===== src/rtl/ship_placer_pkg.sv =====
// ship_placer_pkg: shared states, error codes and grid constants for the ship placer.
// Defining SHIP_PLACER_ADJ_CHECK_EN makes the scan cover the ship's one-cell surround.
package ship_placer_pkg;
  typedef enum logic [2:0] {S_IDLE, S_CHECK, S_SCAN, S_WAIT, S_WRITE, S_DONE} state_t;
  typedef enum logic [1:0] {ERR_NONE, ERR_BOUNDS, ERR_OVERLAP, ERR_DIM} err_t;
  localparam logic [4:0] GRID_SIZE = 5'd10;
  localparam logic [3:0] G_MAX = 4'(GRID_SIZE - 5'd1);
  localparam logic [3:0] MAX_DIM = 4'd5;
  localparam logic [4:0] EMPTY_VALUE = 5'd0;
  localparam logic [3:0] READ_LAT = 4'd1;
`ifdef SHIP_PLACER_ADJ_CHECK_EN
  localparam bit ADJ_EN = 1'b1;
`else
  localparam bit ADJ_EN = 1'b0;
`endif
endpackage


===== src/rtl/ship_placer_walker.sv =====
// cell_walker: steps row-major through a ship's cells, or its grid-clipped surround in box mode.
module cell_walker
  import ship_placer_pkg::*;
(
  input  logic       clk_in,
  input  logic       rst_in,
  input  logic       load_i,
  input  logic       adv_i,
  input  logic       box_i,
  input  logic [3:0] ox_i,
  input  logic [3:0] oy_i,
  input  logic       dir_i,
  input  logic [3:0] len_i,
  output logic [3:0] x_o,
  output logic [3:0] y_o,
  output logic       last_o
);
  logic [3:0] ex, ey, x0_d, y0_d, x1_d, y1_d;
  logic [3:0] x0_q, x1_q, y1_q, x_q, y_q;
  always_comb begin
    ex = dir_i ? ox_i : ox_i + len_i - 4'd1;
    ey = dir_i ? oy_i + len_i - 4'd1 : oy_i;
    x0_d = (box_i && ox_i != 4'd0) ? ox_i - 4'd1 : ox_i;
    y0_d = (box_i && oy_i != 4'd0) ? oy_i - 4'd1 : oy_i;
    x1_d = (box_i && ex < G_MAX) ? ex + 4'd1 : ex;
    y1_d = (box_i && ey < G_MAX) ? ey + 4'd1 : ey;
  end
  always_ff @(posedge clk_in) begin
    if (rst_in) begin
      x0_q <= '0;
      x1_q <= '0;
      y1_q <= '0;
      x_q  <= '0;
      y_q  <= '0;
    end else if (load_i) begin
      x0_q <= x0_d;
      x1_q <= x1_d;
      y1_q <= y1_d;
      x_q  <= x0_d;
      y_q  <= y0_d;
    end else if (adv_i) begin
      x_q <= (x_q == x1_q) ? x0_q : x_q + 4'd1;
      y_q <= (x_q == x1_q) ? y_q + 4'd1 : y_q;
    end
  end
  assign x_o = x_q;
  assign y_o = y_q;
  assign last_o = (x_q == x1_q) && (y_q == y1_q);
endmodule


===== src/rtl/ship_placer.sv =====
// ship_placer: validates a ship placement, scans target cells for occupancy, then writes the ship.
// SHIP_PLACER_ADJ_CHECK_EN (see package) extends the scan to neighbouring cells.
module ship_placer
  import ship_placer_pkg::*;
(
  input  logic       clk_in,
  input  logic       rst_in,
  input  logic       start,
  input  logic [3:0] origin_x,
  input  logic [3:0] origin_y,
  input  logic       direction,
  input  logic [3:0] dimension,
  input  logic [4:0] ship_value,
  output logic [3:0] mem_x,
  output logic [3:0] mem_y,
  output logic       mem_we,
  output logic [4:0] mem_value,
  input  logic [4:0] mem_rd_status,
  output logic       busy,
  output logic       done,
  output logic       ship_placed,
  output logic [1:0] err
);
  state_t state_q, state_d;
  err_t err_q, err_d;
  logic placed_q, placed_d;
  logic [3:0] cnt_q, cnt_d, ox_q, oy_q, dim_q;
  logic dir_q;
  logic [4:0] val_q;
  logic latch, load, adv, box, last, dim_bad, oob;
  logic [3:0] wx, wy;
  logic [4:0] end_s;
  cell_walker u_walker (
    .clk_in(clk_in), .rst_in(rst_in), .load_i(load), .adv_i(adv), .box_i(box),
    .ox_i(ox_q), .oy_i(oy_q), .dir_i(dir_q), .len_i(dim_q),
    .x_o(wx), .y_o(wy), .last_o(last)
  );
  always_ff @(posedge clk_in) begin
    if (rst_in) begin
      state_q  <= S_IDLE;
      err_q    <= ERR_NONE;
      placed_q <= 1'b0;
      cnt_q    <= '0;
      ox_q     <= '0;
      oy_q     <= '0;
      dim_q    <= '0;
      dir_q    <= 1'b0;
      val_q    <= '0;
    end else begin
      state_q  <= state_d;
      err_q    <= err_d;
      placed_q <= placed_d;
      cnt_q    <= cnt_d;
      if (latch) begin
        ox_q  <= origin_x;
        oy_q  <= origin_y;
        dim_q <= dimension;
        dir_q <= direction;
        val_q <= ship_value;
      end
    end
  end
  // End coordinate on the stepped axis is 5 bits wide so it cannot wrap back into the grid.
  assign end_s = {1'b0, dir_q ? oy_q : ox_q} + {1'b0, dim_q} - 5'd1;
  assign dim_bad = (dim_q == 4'd0) || (dim_q > MAX_DIM);
  assign oob = (end_s > {1'b0, G_MAX}) || ((dir_q ? ox_q : oy_q) > G_MAX);
  assign box = ADJ_EN && (state_q == S_CHECK);
  always_comb begin
    state_d  = state_q;
    err_d    = err_q;
    placed_d = placed_q;
    cnt_d    = cnt_q;
    latch    = 1'b0;
    load     = 1'b0;
    adv      = 1'b0;
    case (state_q)
      S_IDLE: begin
        latch    = start;
        err_d    = start ? ERR_NONE : err_q;
        placed_d = start ? 1'b0 : placed_q;
        state_d  = start ? S_CHECK : S_IDLE;
      end
      S_CHECK: begin
        err_d   = dim_bad ? ERR_DIM : oob ? ERR_BOUNDS : ERR_NONE;
        load    = !(dim_bad || oob);
        state_d = (dim_bad || oob) ? S_DONE : S_SCAN;
      end
      S_SCAN: begin
        cnt_d   = '0;
        state_d = S_WAIT;
      end
      S_WAIT: begin
        cnt_d = cnt_q + 4'd1;
        if (cnt_q == READ_LAT - 4'd1) begin
          err_d   = (mem_rd_status != EMPTY_VALUE) ? ERR_OVERLAP : ERR_NONE;
          load    = (mem_rd_status == EMPTY_VALUE) && last;
          adv     = (mem_rd_status == EMPTY_VALUE) && !last;
          state_d = (mem_rd_status != EMPTY_VALUE) ? S_DONE : last ? S_WRITE : S_SCAN;
        end
      end
      S_WRITE: begin
        adv      = 1'b1;
        placed_d = last;
        state_d  = last ? S_DONE : S_WRITE;
      end
      default: state_d = S_IDLE;
    endcase
  end
  assign mem_x = (state_q inside {S_SCAN, S_WAIT, S_WRITE}) ? wx : 4'd0;
  assign mem_y = (state_q inside {S_SCAN, S_WAIT, S_WRITE}) ? wy : 4'd0;
  assign mem_we = (state_q == S_WRITE);
  assign mem_value = mem_we ? val_q : 5'd0;
  assign busy = (state_q != S_IDLE);
  assign done = (state_q == S_DONE);
  assign ship_placed = placed_q;
  assign err = err_q;
endmodule


===== config.mk =====
export PLATFORM = sky130hd
export DESIGN_NAME = ship_placer
export DESIGN_NICKNAME = d
export VERILOG_FILES = /design/src/rtl/ship_placer_pkg.sv /design/src/rtl/ship_placer_walker.sv /design/src/rtl/ship_placer.sv
export SDC_FILE = /design/constraint.sdc
export NUM_CORES = 1
export LEC_CHECK = 0
export ABC_AREA = 1
export BUFFER_PORTS_ARGS = -buffer_cell sky130_fd_sc_hd__buf_4
export CAP_MARGIN = 20
export CORE_MARGIN = 2
export CORE_UTILIZATION = 25
export DETAILED_ROUTE_END_ITERATION = 10
export GPL_TIMING_DRIVEN = 0
export SYNTH_ARGS = -nofsm -noshare
export SYNTH_HDL_FRONTEND = slang
export SYNTH_SLANG_ARGS = --single-unit

===== constraint.sdc =====
create_clock -name clk_in -period 3.1 [get_ports clk_in]
set_input_delay 0.155 -clock clk_in [delete_from_list [all_inputs] [get_ports clk_in]]
set_output_delay 0.155 -clock clk_in [all_outputs]
set_load 0.1 [all_outputs]

# Word level (Yosys, flattened, before mapping)
# Index checks and enable logic that the tools add are counted.
# W data, S select, Z words.
# totals
latchBits	0
mem_count	0
in_bits	26
ff_bits	48
mem_bits_rw	0
wordCells	92
mem_bits_ro	0
# op_classes
addsub	9
n_reduce_logical	23
div_mod_pow	0
mux	34
order_cmp	3
n_shift	0
bitwise	0
eq_ne	9
mul	0
# op_table
op	count
$mux W4	12
$pmux W3 S5	1
$add A4 B1 Y4 const B	3
$mux W3	4
$reduce_bool A3 Y1	3
$add A4 B4 Y4	2
$eq A4 B4 Y1	2
$logic_not A4 Y1	2
$mux W2	4
$pmux W4 S2	1
$reduce_bool A2 Y1	4
$sub A4 B1 Y4 const B	2
$mux W1	7
$eq A3 B2 Y1 const B	2
$eq A3 B3 Y1 const B	2
$pmux W1 S2	3
$pmux W2 S3	1
$add A4 B4 Y5	1
$gt A5 B4 Y1 const B	1
$logic_not A5 Y1	1
$mux W5	1
$reduce_bool A5 Y1	1
$sub A5 B1 Y5 const B	1
$gt A4 B3 Y1 const B	1
9 further kinds	16

# Longest topological paths before layout
# Gate-level depths: netlist (run 1).
# depth
ltp_word	10
ltp_mapped	20

# Modules after synthesis
# Synthesis (run 1) repeated with hierarchy kept, for this count alone.
# hier_totals
hier_cells	503
area_unflattened_um2	3443.3
# by_module_without_submodules
mod	instances	area_per_inst_um2	seq_area_each_um2	cells_per_inst
cell_walker	1	1809.2	400.4	269
ship_placer	1	1634.1	560.5	234

# Worst setup path before layout (run 1)
# No wires, ideal clock.
# synth_timing
path_kind	register to output
start	register state_q[1]
end	output mem_x[0]
arrival_time_ns	3.621
path_stages_with_launch	6
slack_ns	-0.676
cell_sequence	dfxtp_1 -> nor2_1 -> inv_1 -> nor2_1 -> nor2_1 -> nor2_1
# synth_between
elab_chain_len	3
elab_cells_between_ends	5
# synth_lines
item	line_no	text
start, declared	ship_placer.sv:24	state_t state_q, state_d;
start signal, assigned	ship_placer.sv:50	state_q <= state_d;
$eq A3 B3 Y1	-	
via mem_we	ship_placer.sv:16	output logic mem_we,
$reduce_bool A3 Y1	ship_placer.sv:109	assign mem_x = (state_q inside {S_SCAN, S_WAIT, S_WRITE}) ? wx : 4'd0;
$mux W4	ship_placer.sv:109	
end, declared	ship_placer.sv:14	output logic [3:0] mem_x,
# The timed path passes the listed nets, and every way through them passes these cells.

# Final worst setup path (run 1)
# layout_timing
start	register dir_q
end	register u_walker.y_q[2] (netlist: u_walker.y_o[2])
# layout_between
elab_chain_len	10
elab_cells_between_ends	14
# layout_lines
item	line_no	text
start, declared	ship_placer.sv:28	logic dir_q;
start signal, assigned	ship_placer.sv:58	dir_q <= direction;
$mux W4	ship_placer.sv:64	assign end_s = {1'b0, dir_q ? oy_q : ox_q} + {1'b0, dim_q} - 5'd1;
$add A4 B4 Y5	ship_placer.sv:64	
$sub A5 B1 Y5	ship_placer.sv:64	
$gt A5 B4 Y1	ship_placer.sv:66	assign oob = (end_s > {1'b0, G_MAX}) || ((dir_q ? ox_q : oy_q) > G_MAX);
$logic_or A1 B1 Y1 (*)	ship_placer.sv:66	
$logic_or A1 B1 Y1 (*)	ship_placer.sv:85	load = !(dim_bad || oob);
$logic_not A1 Y1 (*)	ship_placer.sv:85	
$pmux W1 S2 (*)	ship_placer.sv:76	case (state_q)
$reduce_bool A2 Y1 (no line)	-	
$reduce_and A2 Y1 (no line)	-	
end signal, assigned	ship_placer_walker.sv:40	y_q <= y0_d;
end signal, assigned	ship_placer_walker.sv:43	y_q <= (x_q == x1_q) ? y_q + 4'd1 : y_q;
end, declared	ship_placer_walker.sv:19	logic [3:0] x0_q, x1_q, y1_q, x_q, y_q;
# Every way passes the cells marked *; elsewhere a longest branch is shown, timed or not.
# A chain may end at the register's enable or synchronous reset.

==> out/qor.csv, run 1 <==
stage,metric,value,unit
routing,drcViolationCount,0,
routing,drtIter0Drc,130,
global_routing,grt_usage,0.125,
die,die_area,12500,um^2
setup_path,cp_slowest_stage_delay,0.43,ns
placement,dp_hpwl,6070,um
synth,ys.flop_type,dfxtp_1,
placement,pre_cts_ws,-0.310,ns
setup_path,r2r-end,u_walker.y_o[2],
global_routing,antenna_found_initial,0,
setup_path,path_cells,buf_6 > nand2_1 > o21ai_0 > ha_1 > inv_1 > ha_1 > fa_1 > or2_2 > nand3_2 > nand2_2 > nor2_4 > nand3_4 > nand2_4 > inv_2 > buf_6 > nand3_1 > a21oi_2,
synth,synth_simple_gate_area_frac,0.245,
sta,skew,0.00563,ns
synth,synth_mux_area_frac,0,
clock_tree,clkLatencyLatePin,0.28,ns
sta,finalWorstSetupSlack,0.160,ns
clock_tree,cts_tree,done,
setup_path,worst-path-stages,17,
setup_path,cp.arrival,3.09,ns
pwr,power_density,940,nW/um^2
cells_and_area,largest_reg_flops,5,
routing,wl_per_cell,12.4,um
sta,finalSetupViolations,0,
sta,clock.fmax,340,MHz
pwr,ir_drop,0.000721,V
synth,synth_area,2900,um^2
sta,fin_crit,2.94,ns
clock_tree,cts.sink_count,48,
setup_path,crit_buf_inv,4,
job,cap_violations,0,
routing,viasPerCell,4.47,
global_routing,grt_max_degree,19,
cells_and_area,antenna_cells,0,
sta,slew_violations,0,
run_status,status,"complete, no violations",
setup_path,end_kind,register,
cells_and_area,layout_common_cells,"nand2_1 (87), inv_1 (59), dfxtp_1 (48), buf_4 (45), o21ai_0 (42)",
routing,first_pass_iters,4,
synth,avgSynthCellArea,6.93,um^2
setup_path,critPathRequiredTime,3.25,ns
cells_and_area,layout_commonest_cell,nand2_1,
setup_path,slowest_stage,fa_1,
clock_tree,cts_root_buf,clkbuf_16,
placement,placed_cells,604,
synth,synth-seq-cells,48,
cells_and_area,final_cells,614,
global_routing,grt_pass1_vias,2714,
sta,tightestPinTransition,0.909,ns
setup_path,path_class,register to register,
min_path,worstHoldPathType,primary input to register,
clock_tree,cts_buffer_depth,2,
synth,yosysSeqAreaShare,0.332,
cells_and_area,fillers,1249,
synth,ys_top_cells_by_area,"dfxtp_1 (33%), nand2_1 (11%), ha_1 (8.2%)",
placement,port_buffers,43,
die,initial_core_util,0.255,
clock_tree,cts_buffers,5,
global_routing,grt_first_pass_wirelength,12900,um
routing,num_vias,2743,
cells_and_area,nNetsFinal,518,
routing,antenna_left,0,
die,die_w,112,um
clock_tree,path_clk_slew,0.07,ns
setup_path,r2r_setup_slack,0.16,ns
setup_path,cp_max_fo,18,
setup_path,path_delay_family,simple AND/OR/NAND/NOR gates,
routing,drt-total-wl,7610,um
setup_path,reg2reg_depth,17,
clock_tree,hold_buffers,0,
sta,hold_violations,0,
synth,yosysTopAreaCellShare,0.332,
cells_and_area,drive_above_1_share,0.183,
synth,synth_edf_count,0,
sta,min_period_over_period,0.948,
synth,synth-xor-area-share,0.0423,
synth,synth_top_family_by_area,simple AND/OR/NAND/NOR gates,
die,top_level_ports,45,
die,fp-row-count,39,
sta,whs,0.146,ns
cells_and_area,regMostFlops,val_q,
synth,synth_compound_gate_area_share,0.168,
setup_path,startpoint,dir_q,
setup_path,timing.rr.start,dir_q,
synth,ys.warnings.count,0,
die,die_y,112,um
pwr,totalPowerFinal,3430,uW
synth,synth_top_area_cell,dfxtp_1,
synth,synthCells,418,
die,core-area,11400,um^2
cells_and_area,syn_to_final_growth,25.9,%
setup_path,critPathCapture,u_walker.y_o[2],
sta,relSlewSlack,0.392,
synth,synth_fp_nets,466,
clock_tree,htreeDepth,2,
cells_and_area,seq_area,961,um^2
placement,gp_congestion,0.848,
pwr,p_leak,0.00160,uW
synth,ys_types,35,
synth,synthAdderAreaFrac,0.103,
cells_and_area,multiInputGateArea,1660,um^2
global_routing,overflow,0,
synth,async_flop_share,0,
setup_path,start_kind,register,
sta,fin_setup_tns,0,ns
how the worst min path moves through the flow:
stage                  start        to  cells after the start
2_1_floorplan    origin_x[3]   ox_q[3]                      2
3_3_place_gp   ship_value[2]  val_q[2]                      3
3_5_place_dp   ship_value[2]  val_q[2]                      3
4_1_cts        ship_value[2]  val_q[2]                      3
5_1_grt         dimension[2]  dim_q[2]                      3
6_report        dimension[0]  dim_q[0]                      3
cell families after synthesis:
group	count (synthesis)
buf+inv	77
xor+xnor	14
simple gates	165
compound gates	92
fa+ha+maj	22
flops	48
synthesized netlist by cell type (5+ instances only):
| cell type | count |
|---|---|
| inv_1 | 59 |
| dfxtp_1 | 48 |
| xor2_1 | 6 |
| nand2_1 | 88 |
| a31oi_1 | 5 |
| nor2_1 | 35 |
| a21oi_1 | 37 |
| clkbuf_1 | 9 |
| o21ai_0 | 42 |
| xnor2_1 | 8 |
| ha_1 | 19 |
| nand3_1 | 23 |
layer usage:
layer	vias up	track usage	routed length, um
li1	1450	-	-
met3	9	0.0229	283
met4	0	0.0329	112
met2	60	0.201	3290
met1	1224	0.174	3930
met5	-	0	0
power by group:
group / internal (uW) / switching [uW] / total, uW
registers: 754 / 112 / 866
logic: 640 / 1310 / 1950
clock network: 380 / 233 / 613
total: 1770 / 1660 / 3430
cell type report:
| type | count | area share |
|---|---|---|
| buffer | 13 | 0.0230 |
| clock buffer | 6 | 0.0353 |
| clock inverter | 2 | 0.00960 |
| inverter | 63 | 0.0655 |
| multi-input combinational | 293 | 0.455 |
| sequential | 48 | 0.263 |
| tap | 143 | 0.0490 |
| timing repair buffer | 46 | 0.0994 |
timing repair:
action / CTS / global route
resized for setup: 1 / 5
pin swaps: 0 / 2
gates cloned: 0 / 1
buffers inserted: 0 / 2
endpoints found under the setup margin: 21 / 20
worst reg2reg max path, delay by kind of cell (launching register included):
family	cells	cell delay, ns
AOI/OAI and AO/OA	2	0.14
DFF	1	0.31
buffers and inverters	4	0.42
adders and majority gates	3	0.93
and+or+nand+nor	8	1.04
through the flow:
step | cell area [um^2] | utilization
final | 3650 | 0.321
after global routing | 3650 | 0.321
after CTS | 3590 | 0.316
after detailed placement | 3420 | 0.301
after global placement | 3420 | 0.301
after floorplan | 2920 | -
No activity file was read; power rests on OpenSTA's default activity.
==> inputs of run 2 (changes only) <==
ABC_AREA = default   (was 1)
==> out/qor.csv, run 2 <==
stage,metric,value,unit,change
synth,synth_fp_nets,411,,was 466
synth,ys.flop_type,dfxtp_1,,unchanged
min_path,worstHoldPathType,primary input to register,,unchanged
clock_tree,cts_buffers,5,,unchanged
global_routing,overflow,0,,unchanged
cells_and_area,layout_commonest_cell,nand2_1,,unchanged
clock_tree,path_clk_slew,0.07,ns,about the same
sta,relSlewSlack,0.529,,was 0.392
setup_path,cp.arrival,3.12,ns,was 3.09 ns
clock_tree,cts.sink_count,48,,unchanged
placement,place_area,3420,um^2,about the same
global_routing,antenna_found_initial,0,,unchanged
synth,yosysTopAreaCellShare,0.331,,was 0.332
global_routing,gr-usage-met2,0.193,,was 0.201
pwr,p_leak,0.00151,uW,was 0.00160 uW
die,die_area,12500,um^2,about the same
run_status,status,"complete, no violations",,unchanged
die,die_y,112,um,about the same
synth,avgSynthCellArea,8.01,um^2,was 6.93 um^2
placement,dp_hpwl,5890,um,was 6070 um
global_routing,grt_use_met3,0.0196,,was 0.0229
routing,drcViolationCount,0,,unchanged
synth,ys_top_cells_by_area,"dfxtp_1 (33%), nand2_1 (8.5%), ha_1 (8.2%)",,"was dfxtp_1 (33%), nand2_1 (11%), ha_1 (8.2%)"
clock_tree,clkLatencyLatePin,0.29,ns,was 0.28 ns
sta,finalSetupViolations,0,,unchanged
clock_tree,cts_tree,done,,unchanged
cells_and_area,fin_area,3630,um^2,was 3650 um^2
sta,grt_setup_unrepaired,no,,
cells_and_area,regMostFlops,val_q,,unchanged
cells_and_area,layout_common_cells,"nand2_1 (66), buf_4 (48), dfxtp_1 (48), a21oi_1 (42), inv_1 (33)",,"was nand2_1 (87), inv_1 (59), dfxtp_1 (48), buf_4 (45), o21ai_0 (42)"
cells_and_area,post-route-util,0.320,,was 0.321
setup_path,path_class,register to register,,unchanged
placement,port_buffers,44,,was 43
pwr,ir_drop,0.000311,V,was 0.000721 V
routing,num_vias,2597,,was 2743
die,die_w,112,um,about the same
routing,drtIter0Drc,171,,was 130
routing,wl_per_cell,13.2,um,was 12.4 um
synth,synth_top_area_cell,dfxtp_1,,unchanged
routing,first_pass_iters,4,,unchanged
synth,yosysSeqAreaShare,0.331,,was 0.332
synth,synth_area,2910,um^2,was 2900 um^2
sta,fin_crit,2.90,ns,was 2.94 ns
setup_path,end_kind,register,,unchanged
die,fp-row-count,39,,unchanged
synth,synth-seq-cells,48,,unchanged
synth,async_flop_share,0,,unchanged
cells_and_area,largest_reg_flops,5,,unchanged
setup_path,critPathRequiredTime,3.32,ns,was 3.25 ns
global_routing,grt_first_pass_wirelength,12100,um,was 12900 um
synth,synth_edf_count,0,,unchanged
routing,antenna_left,0,,unchanged
clock_tree,cts_root_buf,clkbuf_16,,unchanged
die,initial_core_util,0.256,,was 0.255
die,core-area,11400,um^2,unchanged
global_routing,grt_pass1_vias,2477,,was 2714
pwr,power_density,834,nW/um^2,was 940 nW/um^2
cells_and_area,syn_to_final_growth,25.1,%,was 25.9%
sta,min_period_over_period,0.936,,was 0.948
routing,drt-total-wl,7390,um,was 7610 um
sta,hold_violations,0,,unchanged
sta,clock.fmax,345,MHz,was 340 MHz
job,cap_violations,0,,unchanged
sta,skew,0.00981,ns,was 0.00563 ns
synth,yosysMostFrequentCell,nand2_1,,unchanged
cells_and_area,nNetsFinal,464,,was 518
sta,slew_violations,0,,unchanged
cells_and_area,antenna_cells,0,,unchanged
global_routing,top_usage_layer,met2,,unchanged
clock_tree,hold_buffers,0,,unchanged
die,top_level_ports,45,,unchanged
synth,synth_common_cells,"nand2_1 (66), dfxtp_1 (48), a21oi_1 (42), inv_1 (33), nor2_1 (28)",,"was nand2_1 (88), inv_1 (59), dfxtp_1 (48), o21ai_0 (42), a21oi_1 (37)"
synth,synthCells,363,,was 418
synth,ys_types,49,,was 35
synth,ys.warnings.count,0,,unchanged
clock_tree,htreeDepth,2,,unchanged
global_routing,grt_usage,0.120,,was 0.125
sta,tightestPinTransition,0.701,ns,was 0.909 ns
placement,gp_congestion,0.847,,was 0.848
global_routing,gr-usage-met1,0.161,,was 0.174
setup_path,cp_max_fo,19,,was 18
cells_and_area,drive_above_1_share,0.187,,was 0.183
routing,viasPerCell,4.64,,was 4.47
clock_tree,cts_buffer_depth,2,,unchanged
setup_path,start_kind,register,,unchanged
global_routing,grt_max_degree,20,,was 19
[run 2: critical path, stage by stage (launching register included)]
cell and delay (ns):
dfxtp_1 0.32, buf_6 0.19, mux2i_1 0.20, ha_1 0.24
inv_1 0.06, ha_1 0.19, fa_1 0.43, o21ai_0 0.22
o2111ai_2 0.23, o22a_2 0.35, or3_1 0.33, o221ai_1 0.07
[run 2: area by class of cell]
class / instances / area [um^2]
Sequential cell: 48 / 961
Timing Repair Buffer: 47 / 353
Tap cell: 143 / 179
Clock inverter: 3 / 68.8
Inverter: 33 / 124
Clock buffer: 5 / 125
Fill cell: 1213 / 7730
Buffer: 14 / 93.8
Multi-Input combinational cell: 267 / 1730
[run 2: worst paths after layout]
kind                                    endpoint              from  slack (ns)  cells past startpoint
worst max-delay path             u_walker.x_o[2]             dir_q        0.20                     11
worst min register to register  u_walker.x0_q[3]  u_walker.x0_q[3]        0.46                      2
worst max register to register   u_walker.x_o[2]             dir_q        0.20                     11
worst min-delay path                     ox_q[0]       origin_x[0]        0.11                      3
[run 2: what timing repair did]
item,in CTS,in global routing
setup buffers,0,3
setup endpoints to repair,22,21
gates resized for setup,0,3
pin swaps,0,2
[run 2: stage by stage]
stage                     cells  total power [uW]  TNS [ns]  hold WS (ns)  setup slack [ns]
after CTS                   557              3030         0         0.108            0.0110
after detailed placement    550              2330     -5.42         0.415            -0.321
after global routing        560              3240         0         0.106           0.00629
after floorplan             363              1980     -1.27         0.291            -0.196
after global placement      550              2290     -4.22         0.406            -0.268
final                       560              3030         0         0.109             0.200
[run 2: kinds of logic (layout without fill, tap and decap cells)]
| group | count (synthesis) | in the layout | share of synthesized area |
|---|---|---|---|
| adders and majority gates | 22 | 22 | 0.102 |
| and+or+nand+nor | 140 | 140 | 0.237 |
| buffers and inverters | 48 | 102 | 0.0740 |
| xor gates and xnor gates | 17 | 17 | 0.0512 |
| muxes | 8 | 8 | 0.0276 |
| DFF | 48 | 48 | 0.331 |
| AOI/OAI and AO/OA | 80 | 80 | 0.177 |
[run 2: report_power, final]
group          switching (uW)  internal (uW)
Clock                     243            465
Sequential                108            717
Combinational             986            513
Total                    1340           1700
[run 2: per-layer routing]
metal	part of all wire	vias to the layer above
met1	0.49	1193
met5	0	-
met2	0.46	61
met4	0.019	0
met3	0.033	9
li1	-	1334
==> inputs of run 3 (changes only) <==
CORE_UTILIZATION = 37   (was 25)
==> out/qor.csv, run 3 (same netlist as run 2, synthesis figures left out) <==
stage,metric,value,unit,change
run_status,status,"complete, no violations",,unchanged
cells_and_area,layout_common_cells,"nand2_1 (66), dfxtp_1 (48), buf_4 (46), a21oi_1 (42), inv_1 (33)",,"was nand2_1 (66), buf_4 (48), dfxtp_1 (48), a21oi_1 (42), inv_1 (33)"
pwr,comb_power_share,0.527,,was 0.495
pwr,p_int,1510,uW,was 1700 uW
placement,gp_congestion,0.820,,was 0.847
clock_tree,clkLatencyLatePin,0.30,ns,was 0.29 ns
routing,drtIter0Drc,117,,was 171
sta,slew_violations,0,,unchanged
cells_and_area,syn_to_final_growth,20.1,%,was 25.1%
clock_tree,path_clk_slew,0.09,ns,was 0.07 ns
clock_tree,htreeDepth,2,,unchanged
placement,placed_cells,509,,was 550
cells_and_area,regMostFlops,val_q,,unchanged
sta,fin_setup_tns,0,ns,unchanged
die,die_y,92.6,um,was 112 um
routing,antenna_left,0,,unchanged
setup_path,end_kind,register,,unchanged
routing,drt-total-wl,6880,um,was 7390 um
global_routing,grt_pass1_vias,2362,,was 2477
pwr,power_density,801,nW/um^2,was 834 nW/um^2
pwr,seq_power_share,0.293,,was 0.272
clock_tree,cts_root_buf,clkbuf_8,,was clkbuf_16
placement,port_buffers,44,,unchanged
pwr,clkPwrFrac,0.180,,was 0.233
global_routing,grt_first_pass_wirelength,11400,um,was 12100 um
global_routing,overflow,0,,unchanged
routing,num_vias,2535,,was 2597
routing,viasPerCell,4.91,,was 4.64
sta,clock.fmax,343,MHz,was 345 MHz
sta,tightestPinTransition,0.672,ns,was 0.701 ns
die,fp-row-count,32,,was 39
global_routing,antenna_found_initial,0,,unchanged
clock_tree,postCtsSetupRepairBufs,0,,unchanged
cells_and_area,nNetsFinal,461,,was 464
cells_and_area,final_cells,516,,was 560
pwr,ir_drop,0.000419,V,was 0.000311 V
die,die_w,92.6,um,was 112 um
pwr,p_sw_frac,0.462,,was 0.441
pwr,switchingPower,1290,uW,was 1340 uW
min_path,worstHoldPathType,primary input to register,,unchanged
clock_tree,cts_buffers,5,,unchanged
global_routing,grt_usage,0.167,,was 0.120
cells_and_area,largest_reg_flops,5,,unchanged
placement,dp_hpwl,5380,um,was 5890 um
setup_path,path_class,register to register,,unchanged
clock_tree,cts_buffer_depth,2,,unchanged
setup_path,start_kind,register,,unchanged
routing,first_pass_iters,4,,unchanged
cells_and_area,layout_commonest_cell,nand2_1,,unchanged
setup_path,cp_max_fo,19,,unchanged
pwr,p_leak,0.00146,uW,was 0.00151 uW
die,die_area,8580,um^2,was 12500 um^2
routing,wl_per_cell,13.3,um,was 13.2 um
routing,drcViolationCount,0,,unchanged
sta,skew,0.00652,ns,was 0.00981 ns
die,core-area,7690,um^2,was 11400 um^2
die,initial_core_util,0.378,,was 0.256
setup_path,critPathRequiredTime,3.33,ns,was 3.32 ns
sta,relSlewSlack,0.548,,was 0.529
sta,hold_violations,0,,unchanged
job,cap_violations,0,,unchanged
clock_tree,cts.sink_count,48,,unchanged
clock_tree,cts_tree,done,,unchanged
die,top_level_ports,45,,unchanged
sta,min_period_over_period,0.941,,was 0.936
sta,fin_crit,2.92,ns,was 2.90 ns
sta,grt_setup_unrepaired,no,,unchanged
cells_and_area,drive_above_1_share,0.181,,was 0.187
cells_and_area,antenna_cells,0,,unchanged
global_routing,grt_max_degree,20,,unchanged
sta,finalSetupViolations,0,,unchanged
setup_path,cp.arrival,3.15,ns,was 3.12 ns
run 3: power groups by stage:
stage                     clock (uW)  combinational, uW  sequential (uW)
after global routing             534               1630              836
after detailed placement           0               1480              833
after floorplan                    0               1080              906
after global placement             0               1460              831
after CTS                        513               1480              820
final                            502               1470              820
run 3: cell type report:
| type | instances | area [um^2] |
|---|---|---|
| Timing Repair Buffer | 44 | 330 |
| Multi-Input combinational cell | 267 | 1730 |
| Inverter | 33 | 124 |
| Sequential cell | 48 | 961 |
| Tap cell | 102 | 128 |
| Clock inverter | 1 | 30.0 |
| Fill cell | 807 | 4200 |
| Clock buffer | 7 | 96.3 |
| Buffer | 14 | 90.1 |
run 3: routing by layer:
layer	track usage	vias up	wire length, um
li1	-	1332	-
met1	0.220	1162	3380
met2	0.282	36	3210
met3	0.0277	5	219
met4	0.0478	0	72
met5	0	-	0
run 3: final timing paths:
kind                                   from              end  slack, ns  depth (start not counted)
worst min-delay path            origin_y[1]          oy_q[1]       0.09                          3
worst max register to register        dir_q  u_walker.x_o[0]       0.18                         11
worst min register to register     val_q[0]         val_q[0]       0.45                          2
worst max-delay path                  dir_q  u_walker.x_o[0]       0.18                         11
run 3: worst max-delay path, cell delays in order (launching register included):
cell	delay, ns
dfxtp_1	0.31
buf_4	0.23
mux2i_1	0.21
ha_1	0.24
inv_1	0.05
ha_1	0.18
fa_1	0.41
o21ai_0	0.20
o2111ai_2	0.24
o22a_2	0.35
or3_1	0.33
o221ai_1	0.07
run 3: timing repair:
action | CTS | global route
hold buffers | 0 | 0
hold endpoints to repair | 0 | 0
endpoints found under the setup margin | 21 | 15
cloned | 0 | 0
pin swaps | 0 | 0
resized for setup | 0 | 2
run 3: per-stage QoR:
| step | utilization | area, um^2 | worst slack, ns | total power, uW | hold slack (ns) |
|---|---|---|---|---|---|
| 2_1_floorplan | - | 2910 | -0.196 | 1980 | 0.291 |
| 3_3_place_gp | 0.438 | 3360 | -0.260 | 2290 | 0.403 |
| 5_1_grt | 0.454 | 3490 | 0.0177 | 3000 | 0.0811 |
| 3_5_place_dp | 0.438 | 3360 | -0.253 | 2310 | 0.412 |
| 4_1_cts | 0.454 | 3490 | 0.0759 | 2810 | 0.0818 |
| 6_report | 0.454 | 3490 | 0.182 | 2800 | 0.0869 |
